`config.mk`:
```
export PLATFORM = sky130hd
export DESIGN_NAME = riscv_boot_loader
export DESIGN_NICKNAME = d
export VERILOG_FILES = /design/src/rtl/riscv_boot_loader.sv
export SDC_FILE = /design/constraint.sdc
export NUM_CORES = 1
export LEC_CHECK = 0
export ABC_AREA = 1
export BUFFER_PORTS_ARGS = -buffer_cell sky130_fd_sc_hd__buf_2
export CORE_MARGIN = 2
export CORE_UTILIZATION = 45
export CTS_CLUSTER_SIZE = 28
export DETAILED_ROUTE_END_ITERATION = 6
export GPL_TIMING_DRIVEN = 0
export PLACE_DENSITY = 0.73
export SLEW_MARGIN = 20
export SYNTH_ARGS = -nofsm -noshare
export SYNTH_HDL_FRONTEND = slang
export SYNTH_SLANG_ARGS = --single-unit
```
`constraint.sdc`:
```
create_clock -name clk_i -period 2.2 [get_ports clk_i]
set_input_delay 0.22 -clock clk_i [delete_from_list [all_inputs] [get_ports clk_i]]
set_output_delay 0.22 -clock clk_i [all_outputs]
set_load 0.02 [all_outputs]
```
`src/rtl/riscv_boot_loader.sv`:
```
// Byte-stream boot loader: packs little-endian bytes into 32-bit words, writes them to
// instruction memory, then holds the CPU in reset for RST_HOLD cycles before releasing it.
module riscv_boot_loader #(
  parameter int unsigned ADDR_W    = 10,
  parameter int unsigned MAX_WORDS = 1024,
  parameter int unsigned RST_HOLD  = 4
) (
  input  logic              clk_i,
  input  logic              rst_ni,
  input  logic              start_i,
  input  logic              byte_valid_i,
  input  logic [7:0]        byte_data_i,
  input  logic              byte_last_i,
  output logic              byte_ready_o,
  output logic              imem_we_o,
  output logic [ADDR_W-1:0] imem_addr_o,
  output logic [31:0]       imem_wdata_o,
  output logic              cpu_reset_o,
  output logic              busy_o,
  output logic              done_o,
  output logic              error_o,
  output logic [ADDR_W:0]   word_count_o
);

  localparam int unsigned CntW  = ADDR_W + 1;
  localparam int unsigned HoldW = (RST_HOLD > 1) ? $clog2(RST_HOLD) : 1;
  localparam logic [CntW-1:0]  MaxWords = CntW'(MAX_WORDS);
  localparam logic [HoldW-1:0] HoldLast = HoldW'(RST_HOLD - 1);

  typedef enum logic [2:0] {
    StIdle,
    StLoad,
    StWrite,
    StHold,
    StRun,
    StError
  } state_e;

  state_e            state_q, state_d;
  logic [1:0]        byte_idx_q, byte_idx_d;
  logic [31:0]       asm_q, asm_d;
  logic [CntW-1:0]   count_q, count_d;
  logic              last_q, last_d;
  logic [HoldW-1:0]  hold_q, hold_d;
  logic [ADDR_W-1:0] addr_q, addr_d;
  logic [31:0]       wdata_q, wdata_d;
  logic [31:0]       asm_fill;

  // Assembly register with the incoming byte merged in; on the final byte the lanes
  // above it are forced to zero.
  always_comb begin
    asm_fill = asm_q;
    for (int i = 0; i < 4; i++) begin
      if (2'(i) == byte_idx_q) begin
        asm_fill[8*i +: 8] = byte_data_i;
      end else if (byte_last_i && (2'(i) > byte_idx_q)) begin
        asm_fill[8*i +: 8] = 8'h00;
      end
    end
  end

  always_comb begin
    state_d    = state_q;
    byte_idx_d = byte_idx_q;
    asm_d      = asm_q;
    count_d    = count_q;
    last_d     = last_q;
    hold_d     = hold_q;
    addr_d     = addr_q;
    wdata_d    = wdata_q;

    unique case (state_q)
      StIdle, StRun, StError: begin
        if (start_i) begin
          state_d    = StLoad;
          count_d    = '0;
          byte_idx_d = '0;
          asm_d      = '0;
          last_d     = 1'b0;
        end
      end
      StLoad: begin
        if (byte_valid_i) begin
          if (count_q == MaxWords) begin
            // Image larger than the memory window: drop the byte, no write.
            state_d = StError;
          end else begin
            asm_d      = asm_fill;
            byte_idx_d = byte_idx_q + 2'd1;
            last_d     = byte_last_i;
            if ((byte_idx_q == 2'd3) || byte_last_i) begin
              state_d = StWrite;
              addr_d  = count_q[ADDR_W-1:0];
              wdata_d = asm_fill;
            end
          end
        end
      end
      StWrite: begin
        count_d    = count_q + 1'b1;
        byte_idx_d = '0;
        asm_d      = '0;
        hold_d     = '0;
        last_d     = 1'b0;
        state_d    = last_q ? StHold : StLoad;
      end
      StHold: begin
        if (hold_q == HoldLast) begin
          state_d = StRun;
        end else begin
          hold_d = hold_q + 1'b1;
        end
      end
      default: state_d = StIdle;
    endcase
  end

  always_ff @(posedge clk_i or negedge rst_ni) begin
    if (!rst_ni) begin
      state_q    <= StIdle;
      byte_idx_q <= '0;
      asm_q      <= '0;
      count_q    <= '0;
      last_q     <= 1'b0;
      hold_q     <= '0;
      addr_q     <= '0;
      wdata_q    <= '0;
    end else begin
      state_q    <= state_d;
      byte_idx_q <= byte_idx_d;
      asm_q      <= asm_d;
      count_q    <= count_d;
      last_q     <= last_d;
      hold_q     <= hold_d;
      addr_q     <= addr_d;
      wdata_q    <= wdata_d;
    end
  end

  assign byte_ready_o = (state_q == StLoad);
  assign imem_we_o    = (state_q == StWrite);
  assign imem_addr_o  = addr_q;
  assign imem_wdata_o = wdata_q;
  assign cpu_reset_o  = (state_q != StRun);
  assign busy_o       = (state_q == StLoad) || (state_q == StWrite) || (state_q == StHold);
  assign done_o       = (state_q == StRun);
  assign error_o      = (state_q == StError);
  assign word_count_o = count_q;

endmodule

```
==> results.sh, run 1 <==
export IMPL_outcome="complete, no violations"
export IMPL_slew_violations=0
export IMPL_cts_tree="done"
export IMPL_path_cells="ha_1, nor2_2, inv_1, buf_2, clkbuf_1, nand3_1, nand2_1"
export IMPL_diodes=0
export IMPL_critical_path_class="reg -> reg"
export IMPL_cts_buffers=9
export IMPL_worstPathRequired_ns=2.49
export IMPL_synth_area_mm2=0.00426
export IMPL_critPathCaptureType="flop"
export IMPL_ant_nets=0
export IMPL_gp_congestion=0.813
export IMPL_power_density_mw_per_mm2=1230
export IMPL_leakagePower_nw=2.80
export IMPL_place_inst=712
export IMPL_syn_to_final_growth_pct=16.9
export IMPL_viasPerCell=5.15
export IMPL_dp_worst_setup_slack_ns=0.176
export IMPL_synth_top_area_cell="dfrtp_1"
export IMPL_die_w_um=101
export IMPL_drt_first_pass_iters=5
export IMPL_wl_per_cell_um=14.1
export IMPL_synthesis_nets=550
export IMPL_via_count=3754
export IMPL_fin_util_pct=54.1
export IMPL_setup_tns_ns=0
export IMPL_synth_edf_count=0
export IMPL_cts_root_buf="clkbuf_8"
export IMPL_grt_pass1_wl_um=17200
export IMPL_crit_arrival_ns=2.21
export IMPL_hold_violations=0
export IMPL_fmax_mhz=520
export IMPL_grt_total_usage_pct=21.3
export IMPL_setup_slack_ns=0.277
export IMPL_fp_coreArea_mm2=0.00920
export IMPL_drive_gt1_share_pct=18.4
export IMPL_clk_pin_slew_ns=0.09
export IMPL_routed_wl_um=10300
export IMPL_synth_common_cells="217 x nand2_1, 89 x dfrtp_1, 69 x nand3_1, 34 x o21ai_0, 32 x inv_1"
export IMPL_rsz0062_at_grt="false"
export IMPL_clock_skew_ns=0.0113
export IMPL_nets=634
export IMPL_crit_slowest_cell="dfrtp_1"
export IMPL_cts_htree_levels=3
export IMPL_critPathMaxFanout=10
export IMPL_synth_most_common_cell="nand2_1"
export IMPL_slew_headroom_pct=65.8
export IMPL_whs_path_depth=3
export IMPL_ys_types=26
export IMPL_min_period_over_period_pct=87.4
export IMPL_synthArstFlopShare_pct=100
export IMPL_cts_sinks=89
export IMPL_port_buffers=71
export IMPL_ys_flop_type="dfrtp_1"
export IMPL_critical_path_max_stage_delay_ns=0.41
export IMPL_initialDrtViolationCount=206
export IMPL_grt_pass1_vias=3617
export IMPL_start_util_pct=46.3
export IMPL_worst_pin_slew_ns=0.511
export IMPL_clk_path_buf_depth=2
export IMPL_reg2reg_depth=7
export IMPL_grt_start_max_net_pins=59
export IMPL_rows=35
export IMPL_clkLatencyLatePin_ns=0.35
export IMPL_cap_violations=0
export IMPL_synth_cells=529
export IMPL_start_kind="flop"
export IMPL_synth_top_cell_area_share_pct=52.3
export IMPL_ys_warn_count=0
export IMPL_route_detailed_drc=0
export IMPL_io_pins=72
export IMPL_hold_path_class="in -> reg"
export IMPL_antenna_found_initial=0
export IMPL_finalNonFillerCells=729
export IMPL_die_h_um=101
export IMPL_peakVddDrop_mv=0.695
export IMPL_synth_seq_cells=89
export IMPL_seq_area_frac_synth_pct=52.3
export IMPL_setup_violations=0
export IMPL_die_area_mm2=0.0103
export IMPL_hpwl_um=7380
export IMPL_period_needed_ns=1.92
export IMPL_avgSynthCellArea_um2=8.05
export IMPL_grt_overflow=0
export IMPL_ys_top_cells_by_area="dfrtp_1 52%, nand2_1 19%, nand3_1 8.1%"
metal layers:
layer	share of wire, %	up-vias	track usage (%)
met3	5.8	12	3.59
li1	-	1856	-
met1	45	1772	28.8
met2	48	114	34.2
met5	0	-	0
met4	1.7	0	8.73
registers in the layout, indices dropped and copies added, names as in the netlist:
register      count
asm_q            28
byte_idx_q        2
hold_q            2
imem_addr_o      10
imem_wdata_o     32
last_q            1
state_q           3
word_count_o     11
repair_timing:
item / 4_1_cts / 5_1_grt
buffers inserted: 0 / 0
resized for setup: 0 / 1
hold endpoints to repair: 31 / 0
hold buffers: 1 / 0
endpoints found under the setup margin: 0 / 7
worst paths after layout:
kind | slack [ns] | to | start
setup / recovery | 0.28 | imem_wdata_o[29] | byte_idx_q[0]
hold / removal | 0.12 | imem_wdata_o[28] | byte_data_i[4]
setup reg to reg | 0.28 | imem_wdata_o[29] | byte_idx_q[0]
hold reg to reg | 0.47 | imem_wdata_o[15] | imem_wdata_o[15]
max in group asynchronous | 1.21 | imem_addr_o[5] | rst_ni
min in group asynchronous | 0.35 | imem_wdata_o[18] | rst_ni
layout make-up:
type	instances	area (um2)
Inverter	34	130
Tap cell	111	139
Clock buffer	11	141
Fill cell	891	4220
Buffer	23	164
Sequential cell	89	2230
Timing Repair Buffer	73	395
Clock inverter	5	40.0
Multi-Input combinational cell	383	1740
worst max-delay path, delay by kind of cell, from the launching register on:
kind          cells  cell delay, ns
buf+inv           3            0.76
flops             1            0.41
simple gates      3            0.37
fa+ha+maj         1            0.32
where the power goes:
part / total [W] / leakage [nW] / switching [W] / internal (W)
sequential: 0.00239 / 1.21 / 0.000296 / 0.00209
clock: 0.00106 / 0.0822 / 0.000607 / 0.000448
combinational: 0.00267 / 1.51 / 0.00181 / 0.000864
cell usage in the layout (no fill, tap or decap):
| master | synthesis | final |
|---|---|---|
| nand3_1 | 69 | 69 |
| clkbuf_8 | 3 | 13 |
| o21ai_0 | 34 | 34 |
| nor2_4 | 2 | 2 |
| buf_4 | 0 | 1 |
| a21boi_0 | 1 | 1 |
| inv_1 | 32 | 32 |
| o22ai_1 | 2 | 2 |
| dfrtp_1 | 89 | 89 |
| dlygate4sd3_1 | 0 | 1 |
| nand3_4 | 1 | 1 |
| a21boi_1 | 1 | 1 |
| nor2_1 | 25 | 25 |
| nor2_2 | 1 | 1 |
| buf_2 | 8 | 78 |
| nand4_1 | 3 | 3 |
| buf_16 | 0 | 1 |
| inv_2 | 1 | 1 |
| nand2_2 | 2 | 3 |
| ha_1 | 8 | 8 |
| inv_6 | 0 | 1 |
| buf_6 | 5 | 5 |
| a21oi_1 | 13 | 13 |
| clkinvlp_4 | 0 | 3 |
| nand3_2 | 1 | 1 |
| xor2_1 | 1 | 1 |
| nand2_1 | 217 | 216 |
| nor3_4 | 1 | 1 |
| nand3b_1 | 1 | 1 |
| clkbuf_1 | 7 | 8 |
| clkinv_4 | 0 | 1 |
| inv_4 | 1 | 1 |
through the flow:
step	power, W	hold slack, ns	area (um2)
after floorplan	0.00426	-0.0756	4260
after global placement	0.00500	0.449	4750
after detailed placement	0.00510	0.193	4780
after CTS	0.00616	0.116	4970
after global routing	0.00659	0.128	4980
final	0.00611	0.120	4980
cells by family after synthesis:
group | after synthesis | share of synthesized area [%]
buf+inv | 57 | 6.91
flops | 89 | 52.3
fa+ha+maj | 8 | 2.35
compound gates | 51 | 6.17
simple gates | 323 | 32.1
xor+xnor | 1 | 0.206
No activity file was read; power rests on OpenSTA's default activity.
==> run 2: changes to the inputs <==
- RECOVER_POWER: default -> 100
==> results.sh, run 2 (synthesis gave the netlist of run 1 again) <==
export IMPL_startpoint="byte_idx_q[0]"
export IMPL_viasPerCell=5.18
export IMPL_mostFrequentLayoutCell="nand2_1"
export IMPL_cap_violations=0
export IMPL_period_needed_ns=1.96
export IMPL_peakVddDrop_mv=0.678
export IMPL_setup_violations=0
export IMPL_min_period_over_period_pct=89.3
export IMPL_cts_htree_levels=3
export IMPL_cts_buffers=9
export IMPL_die_w_um=101
export IMPL_leakagePower_nw=2.56
export IMPL_antenna_found_initial=0
export IMPL_grt_start_max_net_pins=59
export IMPL_ant_nets=0
export IMPL_grt_total_usage_pct=21.3
export IMPL_nets=634
export IMPL_setup_slack_ns=0.235
export IMPL_slew_headroom_pct=45.9
export IMPL_initialDrtViolationCount=179
export IMPL_clkLatencyLatePin_ns=0.36
export IMPL_rsz0062_at_grt="false"
export IMPL_outcome="complete, no violations"
export IMPL_cts_sinks=89
export IMPL_whs_path_depth=3
export IMPL_fmax_mhz=509
export IMPL_die_area_mm2=0.0103
export IMPL_setup_tns_ns=0
export IMPL_cts_root_buf="clkbuf_8"
export IMPL_gp_congestion=0.813
export IMPL_route_detailed_drc=0
export IMPL_largest_reg_flops=32
export IMPL_critPathMaxFanout=10
export IMPL_clk_pin_slew_ns=0.09
export IMPL_critPathCaptureType="flop"
export IMPL_power_density_mw_per_mm2=1240
export IMPL_syn_to_final_growth_pct=14.4
export IMPL_clk_path_buf_depth=2
export IMPL_worstPathRequired_ns=2.45
export IMPL_die_h_um=101
export IMPL_grt_overflow=0
export IMPL_hpwl_um=7380
export IMPL_port_buffers=71
export IMPL_cts_tree="done"
export IMPL_via_count=3773
export IMPL_routed_wl_um=10300
export IMPL_layout_common_cells="216 x nand2_1, 89 x dfrtp_1, 70 x nand3_1"
export IMPL_dp_worst_setup_slack_ns=0.176
export IMPL_hold_path_class="in -> reg"
export IMPL_start_util_pct=46.3
export IMPL_worst_pin_slew_ns=0.811
export IMPL_crit_arrival_ns=2.21
export IMPL_grt_pass1_vias=3617
export IMPL_drive_gt1_share_pct=8.74
export IMPL_io_pins=72
export IMPL_min_from="byte_data_i[4]"
export IMPL_rows=35
export IMPL_drt_first_pass_iters=4
export IMPL_diodes=0
export IMPL_post_cts_setup_buffer_count=0
export IMPL_critical_path_class="reg -> reg"
export IMPL_whs_ns=0.118
export IMPL_clock_skew_ns=0.0102
export IMPL_hold_violations=0
export IMPL_slew_violations=0
export IMPL_wl_per_cell_um=14.1
export IMPL_r2r_start="byte_idx_q[0]"
export IMPL_grt_pass1_wl_um=17200
export IMPL_fp_coreArea_mm2=0.00920
export IMPL_reg2reg_depth=7
export IMPL_start_kind="flop"
-- run 2: changes by cell type in the layout (fill, tap and decap cells not counted), sizes merged --
cell    delta
clkbuf    +63
buf       -63
-- run 2: layer usage --
metal / up-vias / share of wire [%] / global-route usage, %
met4: 0 / 1.9 / 8.73
met1: 1803 / 45 / 28.8
li1: 1850 / - / -
met3: 13 / 5.2 / 3.59
met2: 107 / 47 / 34.2
met5: - / 0 / 0
-- run 2: final timing paths --
check	endpoint	slack [ns]
max	imem_wdata_o[29]	0.24
min	imem_wdata_o[28]	0.12
max reg2reg	imem_wdata_o[29]	0.24
min reg2reg	imem_wdata_o[16]	0.48
max in group asynchronous	imem_addr_o[5]	0.36
min in group asynchronous	imem_wdata_o[18]	0.47
-- run 2: layout make-up --
| cell class | instances | area [um2] |
|---|---|---|
| plain buffers | 23 | 158 |
| clock buffers | 11 | 141 |
| clock inverters | 5 | 40.0 |
| fillers | 915 | 4330 |
| inverters | 34 | 130 |
| multi-input cells | 383 | 1730 |
| flip-flops and latches | 89 | 2230 |
| well taps | 111 | 139 |
| repair buffers | 73 | 300 |
-- run 2: what timing repair did --
action                     CTS  global route
setup endpoints to repair    0             7
hold buffers                 1             0
gates resized for setup      0             1
hold endpoints to repair    31             0
-- run 2: stage by stage --
step | power [W] | cell area, um2 | util (%) | instances
2_1_floorplan | 0.00426 | 4260 | - | 529
3_3_place_gp | 0.00500 | 4750 | 51.7 | 711
3_5_place_dp | 0.00510 | 4780 | 52.0 | 712
4_1_cts | 0.00616 | 4970 | 54.1 | 729
5_1_grt | 0.00649 | 4870 | 53.0 | 729
6_report | 0.00602 | 4870 | 53.0 | 729
-- run 2: critical path: stages, from the launching register on --
cell	delay, ns
dfrtp_1	0.43
ha_1	0.31
nor2_2	0.25
inv_1	0.12
clkbuf_2	0.24
clkbuf_1	0.28
nand3_1	0.16
nand2_1	0.06
-- run 2: report_power, final --
group          switching, W  internal (W)  total [W]
clock              0.000609      0.000448    0.00106
sequential         0.000304       0.00209    0.00240
combinational       0.00181      0.000762    0.00257
total               0.00272       0.00330    0.00602
